==> config.mk <==
export PLATFORM = sky130hd
export DESIGN_NAME = gpu_cmd_processor
export DESIGN_NICKNAME = d
export VERILOG_FILES = /design/src/rtl/gpu_cmd_processor.sv
export SDC_FILE = /design/constraint.sdc
export NUM_CORES = 1
export LEC_CHECK = 0
export BUFFER_PORTS_ARGS = -buffer_cell sky130_fd_sc_hd__buf_2
export CORE_MARGIN = 2
export CORE_UTILIZATION = 37
export CTS_CLUSTER_SIZE = 8
export DETAILED_ROUTE_END_ITERATION = 7
export GPL_TIMING_DRIVEN = 0
export SLEW_MARGIN = 30
export SYNTH_ARGS = -nofsm -noshare
export SYNTH_HDL_FRONTEND = slang
export SYNTH_SLANG_ARGS = --single-unit
==> constraint.sdc <==
create_clock -name clk -period 4.4 [get_ports clk]
set_clock_uncertainty 0.15 [all_clocks]
set_input_delay 0.88 -clock clk [delete_from_list [all_inputs] [get_ports clk]]
set_output_delay 0.88 -clock clk [all_outputs]
set_load 0.02 [all_outputs]
==> src/rtl/gpu_cmd_processor.sv <==
// gpu_cmd_processor
//   Consumes a stream of 32-bit command words and turns them into GPU bus
//   register writes, shader uploads, kicks and idle waits.
//
//   Header word: opcode = [31:28], operand = [27:0]
//     0x0 NOP          completes on acceptance, no bus activity
//     0x1 WRITE_REG    addr = [15:0]; next word is the write data
//     0x2 WAIT_IDLE    polls status at address 0x4 until bit0 = 0
//     0x3 KICK         writes 0x1 to address 0x0
//     0x4 LOAD_SHADER  count N = [8:0]; next N words go to SHADER_BASE + 4*i
//     others           dropped, raise the sticky error flag
//
//   Ports
//     clk, rst          rising-edge clock, asynchronous active-high reset
//     i_cmd_valid/o_cmd_ready/i_cmd_data   command word handshake
//     o_bus_we/o_bus_addr/o_bus_wdata      registered GPU bus write port
//     i_bus_rdata       combinational read data for o_bus_addr
//     o_busy            high whenever not waiting for a new header
//     o_err             sticky error, cleared only by reset
//     o_cmd_count       completed-command counter, wraps at 16 bits
//
//   Build option
//     GPU_CMDP_TIMEOUT_EN  when defined, WAIT_IDLE gives up after
//                          TIMEOUT_CYCLES cycles, sets o_err and completes.
//                          When undefined no timeout counter exists.

module gpu_cmd_processor #(
   parameter int unsigned DATA_WIDTH     = 32,
   parameter int unsigned ADDR_WIDTH     = 32,
   parameter logic [31:0] SHADER_BASE    = 32'h0000_1000,
   parameter int unsigned INSTR_DEPTH    = 256,
   parameter int unsigned TIMEOUT_CYCLES = 65535
) (
   input  logic                  clk,
   input  logic                  rst,
   input  logic                  i_cmd_valid,
   output logic                  o_cmd_ready,
   input  logic [DATA_WIDTH-1:0] i_cmd_data,
   output logic                  o_bus_we,
   output logic [ADDR_WIDTH-1:0] o_bus_addr,
   output logic [DATA_WIDTH-1:0] o_bus_wdata,
   input  logic [DATA_WIDTH-1:0] i_bus_rdata,
   output logic                  o_busy,
   output logic                  o_err,
   output logic [15:0]           o_cmd_count
);

   localparam logic [3:0] OP_NOP       = 4'h0;
   localparam logic [3:0] OP_WRITE_REG = 4'h1;
   localparam logic [3:0] OP_WAIT_IDLE = 4'h2;
   localparam logic [3:0] OP_KICK      = 4'h3;
   localparam logic [3:0] OP_LOAD_SH   = 4'h4;

   typedef enum logic [2:0] {
      ST_FETCH,
      ST_WR_DATA,
      ST_BUS_WR,
      ST_WAIT_IDLE,
      ST_SH_DATA
   } state_t;

   state_t                state_q, state_d;
   logic                  ready_q, ready_d;
   logic                  busy_q, busy_d;
   logic                  err_q, err_d;
   logic                  we_q, we_d;
   logic [ADDR_WIDTH-1:0] addr_q, addr_d;
   logic [DATA_WIDTH-1:0] wdata_q, wdata_d;
   logic [15:0]           count_q, count_d;
   logic [15:0]           wr_addr_q, wr_addr_d;
   logic [8:0]            sh_left_q, sh_left_d;
   logic [8:0]            sh_idx_q, sh_idx_d;
   logic [1:0]            settle_q, settle_d;
`ifdef GPU_CMDP_TIMEOUT_EN
   logic [31:0]           timer_q, timer_d;
`endif

   logic                  accept;
   logic                  cmd_done;
   logic [3:0]            hdr_op;
   logic [15:0]           hdr_addr;
   logic [8:0]            hdr_n;

   // Operand bits [27:16] and the upper status bits carry no meaning here.
   logic                  unused_bits;
   assign unused_bits = ^{i_cmd_data[27:16], i_bus_rdata[DATA_WIDTH-1:1],
                          TIMEOUT_CYCLES[0]};

   assign hdr_op   = i_cmd_data[31:28];
   assign hdr_addr = i_cmd_data[15:0];
   assign hdr_n    = i_cmd_data[8:0];
   assign accept   = i_cmd_valid & ready_q;

   always_comb begin
      state_d   = state_q;
      err_d     = err_q;
      we_d      = 1'b0;
      addr_d    = addr_q;
      wdata_d   = wdata_q;
      wr_addr_d = wr_addr_q;
      sh_left_d = sh_left_q;
      sh_idx_d  = sh_idx_q;
      settle_d  = settle_q;
      cmd_done  = 1'b0;
`ifdef GPU_CMDP_TIMEOUT_EN
      timer_d   = timer_q;
`endif

      case (state_q)
         ST_FETCH: begin
            if (accept) begin
               case (hdr_op)
                  OP_NOP: cmd_done = 1'b1;
                  OP_WRITE_REG: begin
                     wr_addr_d = hdr_addr;
                     state_d   = ST_WR_DATA;
                  end
                  OP_WAIT_IDLE: begin
                     addr_d   = ADDR_WIDTH'(32'h4);
                     settle_d = 2'd0;
                     state_d  = ST_WAIT_IDLE;
`ifdef GPU_CMDP_TIMEOUT_EN
                     timer_d  = '0;
`endif
                  end
                  OP_KICK: begin
                     addr_d  = '0;
                     wdata_d = DATA_WIDTH'(32'h1);
                     we_d    = 1'b1;
                     state_d = ST_BUS_WR;
                  end
                  OP_LOAD_SH: begin
                     if (hdr_n == 9'd0) begin
                        cmd_done = 1'b1;
                     end else begin
                        sh_left_d = hdr_n;
                        sh_idx_d  = '0;
                        state_d   = ST_SH_DATA;
                        if (32'(hdr_n) > INSTR_DEPTH) err_d = 1'b1;
                     end
                  end
                  default: err_d = 1'b1;
               endcase
            end
         end

         ST_WR_DATA: begin
            if (accept) begin
               wdata_d = i_cmd_data;
               addr_d  = ADDR_WIDTH'(wr_addr_q);
               we_d    = 1'b1;
               state_d = ST_BUS_WR;
            end
         end

         // The write strobe was raised on entry; this cycle retires it.
         ST_BUS_WR: begin
            cmd_done = 1'b1;
            state_d  = ST_FETCH;
         end

         // The first two cycles ignore status while the GPU pipeline starts.
         ST_WAIT_IDLE: begin
            if (settle_q != 2'd2) begin
               settle_d = settle_q + 2'd1;
            end else if (!i_bus_rdata[0]) begin
               cmd_done = 1'b1;
               state_d  = ST_FETCH;
            end
`ifdef GPU_CMDP_TIMEOUT_EN
            timer_d = timer_q + 32'd1;
            if (state_d == ST_WAIT_IDLE && timer_q == TIMEOUT_CYCLES - 32'd1) begin
               err_d    = 1'b1;
               cmd_done = 1'b1;
               state_d  = ST_FETCH;
            end
`endif
         end

         // Words beyond INSTR_DEPTH are consumed but never written.
         ST_SH_DATA: begin
            if (accept) begin
               if (32'(sh_idx_q) < INSTR_DEPTH) begin
                  we_d    = 1'b1;
                  addr_d  = ADDR_WIDTH'(SHADER_BASE) + ADDR_WIDTH'({sh_idx_q, 2'b00});
                  wdata_d = i_cmd_data;
               end
               sh_idx_d  = sh_idx_q + 9'd1;
               sh_left_d = sh_left_q - 9'd1;
               if (sh_left_q == 9'd1) begin
                  cmd_done = 1'b1;
                  state_d  = ST_FETCH;
               end
            end
         end

         default: state_d = ST_FETCH;
      endcase

      count_d = cmd_done ? count_q + 16'd1 : count_q;
      ready_d = (state_d == ST_FETCH) || (state_d == ST_WR_DATA) ||
                (state_d == ST_SH_DATA);
      busy_d  = (state_d != ST_FETCH);
   end

   always_ff @(posedge clk or posedge rst) begin
      if (rst) begin
         state_q   <= ST_FETCH;
         ready_q   <= 1'b0;
         busy_q    <= 1'b0;
         err_q     <= 1'b0;
         we_q      <= 1'b0;
         addr_q    <= '0;
         wdata_q   <= '0;
         count_q   <= '0;
         wr_addr_q <= '0;
         sh_left_q <= '0;
         sh_idx_q  <= '0;
         settle_q  <= '0;
`ifdef GPU_CMDP_TIMEOUT_EN
         timer_q   <= '0;
`endif
      end else begin
         state_q   <= state_d;
         ready_q   <= ready_d;
         busy_q    <= busy_d;
         err_q     <= err_d;
         we_q      <= we_d;
         addr_q    <= addr_d;
         wdata_q   <= wdata_d;
         count_q   <= count_d;
         wr_addr_q <= wr_addr_d;
         sh_left_q <= sh_left_d;
         sh_idx_q  <= sh_idx_d;
         settle_q  <= settle_d;
`ifdef GPU_CMDP_TIMEOUT_EN
         timer_q   <= timer_d;
`endif
      end
   end

   assign o_cmd_ready = ready_q;
   assign o_busy      = busy_q;
   assign o_err       = err_q;
   assign o_bus_we    = we_q;
   assign o_bus_addr  = addr_q;
   assign o_bus_wdata = wdata_q;
   assign o_cmd_count = count_q;

endmodule

==> results.md <==
* Worst-path clk slew at about 0.07 ns
* Global placer's final weighted congestion at about 0.88
* Sw Ratio at 0.3725
* Area delta synth->final at 22.13%
* Most common cell after layout, fill and taps aside: buf_2
* Final cycle utilization of the critical path at 0.5974
* R2R setup slack at approximately 2.1 ns
* Most common flop cell mapped by yosys: dfrtp_1
* Worst stage delay on the critical path at between 0.6 and 0.7 ns
* Setup TNS Final at 0 ns
* Post-synth EDFFs at 0
* Combinational share of power at 0.318
* HP Class: register to register
* Worst-path cell chain: buf_2 > or4_1 > nor3_4 > a221o_1 > a32o_4 > buf_12 > nand4_4 > xnor2_2
* Die Area at between 10000 and 15000 um^2
* Proportion of layout cells with a drive suffix above 1 at 0.2766
* Overall power at around 3.3 mW
* Initial antenna violation count at 0
* RSZ-0062 raised after global routing: false
* Grt total ovfl at 0
* CP Launch Type: input port
* CTS resizes at 0
* CTS Buf Count at 9
* Starting Density at 0.3782
* Die Wd at about 120 um
* Sw power at ~1.2 mW
* Final Hold Viols at 0
* Internal power at 2.044 mW
* Drt pass-1 iters at 4
* CTS Sinks at 107
* Cells after Synth at 506
* Async set or reset register ratio after synthesis at 1.000
* Clock Latency Late Sink at between 0.3 and 0.4 ns
* Max-slew violations at 0
* WP data required at about 4.5 ns
* R2r startpoint: sh_left_q[5]
* Final setup margin at 1.772 ns
* Drt total wl at 12350 um
* Sequential element share of the synthesized area at 0.5346
* Worst Path Arrival at approximately 2.7 ns
* Status: completed
* Post-Syn Area at roughly 5000 um^2
* Final core utilization at 0.4619
* Critical path type: input port to register
* CORE AREA at between 10000 and 15000 um^2
* Max Clk Rate at approximately 380 MHz
* Setup crit end kind: register
* Worst slew pin tran at roughly 0.80 ns
* Crit-path max FO at 10
* Power Density at roughly 530 nW/um^2
* Max-cap violations at 0
* Minimum clock period at around 2.6 ns
* Commonest non-fill, non-tap cells in the layout: buf_2 (109), nand2_1 (108), dfrtp_1 (107)
* GRT Overall Usage at 0.1776
* Crit path from: i_cmd_data[7]
* Crit-path slowest cell: or4_1
* Final #Nets at roughly 710
* R2R depth at 7
* DR vias/cell at a little over 5
* Placed inst area at slightly below 6000 um^2
* Critical Path Sink: o_cmd_count[15]
* Final ANT Viol Nets at 0
* CTS max path bufs at 2
* Vias in the first global route at between 4000 and 5000
* CTS Hold Buffers Added at 0
* Synth cell types at 57
* Slew headroom at 0.4682
* Ant diodes at 0
* Synth Area per Inst at about 9.9 um^2
* First-pass GRT wire length at between 20000 and 25000 um
* H-Tree Depth at 3
* P_leak at between 2 and 3 nW
* Dpl ws at 1.411 ns
* TritonCTS clock tree: done
* Routed len/inst at between 15 and 20 um
* Root buf cell: clkbuf_16
* Largest net degree at the start of global routing at 57
* FF-to-FF End: o_cmd_count[15]
* Placement Rows at 42
* Max VDD drop at approximately 270 uV
* Initial DRC Count at between 200 and 300
* Clock power share at 0.245
* Syn. warnings at 0
* DRC viols at 0
* Final setup fails at 0
* I/O pin count at approximately 150
* Final HPWL DP at around 9300 um
* Input/output buffers at between 100 and 150
* Postcts setup bufs at 0
* Flops & latches, synth at approximately 110
* Final Cell Area at about 6000 um^2
* Die Ht at 120.3 um
* Sequential Power Share at 0.436
* DR vias at between 4000 and 5000
## final cells by class
class | count | area (um^2)
well taps | 176 | 220.2
clock inverters | 4 | 51.30
plain buffers | 42 | 249.0
multi-input cells | 364 | 2108
inverters | 8 | 35.03
fillers | 1294 | 7126
repair buffers | 104 | 543.0
clock buffers | 11 | 232.7
flip-flops and latches | 107 | 2678
## metal layers
| layer | vias up | part of all wire | GRT usage |
|---|---|---|---|
| met3 | 19 | 0.045 | 0.02594 |
| met5 | - | 0 | 0 |
| li1 | 1968 | - | - |
| met4 | 0 | 0.020 | 0.08939 |
| met2 | 112 | 0.48 | 0.2873 |
| met1 | 2019 | 0.45 | 0.2331 |
## worst max-delay path, delay by kind of cell
kind	cells	cell delay [ns]
AO/OA/AOI/OAI	2	0.44
XOR/XNOR	1	0.15
buffers and inverters	2	0.29
AND/OR/NAND/NOR	3	0.93
## stage by stage
stage	hold WS, ns	cells
2_1_floorplan	0.3194	521
3_3_place_gp	0.3051	800
3_5_place_dp	0.3034	801
4_1_cts	0.3210	816
5_1_grt	0.3344	816
6_report	0.3162	816
## cells in the mapped netlist (2+ instances only)
cell      instances  area (um^2)
nor4b_2           2        30.03
buf_4            16        120.1
buf_2             6        30.03
or3_1             3        18.77
nand3_2           7        70.07
o22ai_1           2        12.51
xnor2_1          16        140.1
and4_1            2        17.52
and2_1            2        12.51
mux2_2           18        202.7
nor2b_1           2        12.51
o21ai_1           2        10.01
nor4_1            2        12.51
clkbuf_1         18        67.56
and3_1            4        25.02
ha_1              5        62.56
a21oi_1          20        100.1
nor2_1           27        101.4
o21ai_0          65        325.3
nand2b_1          2        12.51
nor3_1            7        35.03
nand2_1         108        405.4
xor2_1            2        17.52
nand3_1          10        50.05
dfrtp_1         107         2678
a22oi_1           9        67.56
inv_1             8        30.03
nand4_1           5        31.28
## registers in the layout, indices dropped and copies added, names as in the netlist
register and count:
sh_left_q 9, settle_q 2, wr_addr_q 16, state_q 3, o_bus_addr 16, o_busy 1
o_bus_wdata 32, sh_idx_q 9, o_cmd_count 16, o_err 1, o_bus_we 1, o_cmd_ready 1
## worst min-delay path by stage
stage	depth (start not counted)	to	slack (ns)	from
after floorplan	2	sh_left_q[1]	0.32	sh_left_q[1]
after global placement	1	o_err	0.31	o_err
after detailed placement	1	o_err	0.30	o_err
after CTS	1	o_err	0.32	o_err
after global routing	1	o_err	0.33	o_err
final	1	o_err	0.32	o_err
## logic make-up (layout without fill, tap and decap cells)
| family | count (synthesis) | count (layout) | synth area share |
|---|---|---|---|
| other | 1 | 16 | 0.0007487 |
| AO/OA/AOI/OAI | 111 | 111 | 0.1294 |
| XOR/XNOR | 19 | 19 | 0.03472 |
| flip-flops | 107 | 107 | 0.5346 |
| AND/OR/NAND/NOR | 194 | 194 | 0.1896 |
| adder cells (fa/ha/maj) | 5 | 5 | 0.01249 |
| multiplexers | 19 | 19 | 0.04272 |
| buffers and inverters | 50 | 169 | 0.05571 |
## power by group through the flow
stage	registers, mW	clock network (mW)	logic (mW)
after floorplan	1.61	0	0.499
after global placement	1.42	0	1.02
after detailed placement	1.44	0	1.05
after CTS	1.42	0.823	1.05
after global routing	1.46	0.856	1.15
final	1.42	0.799	1.04
(Power assumes the default switching activity.)
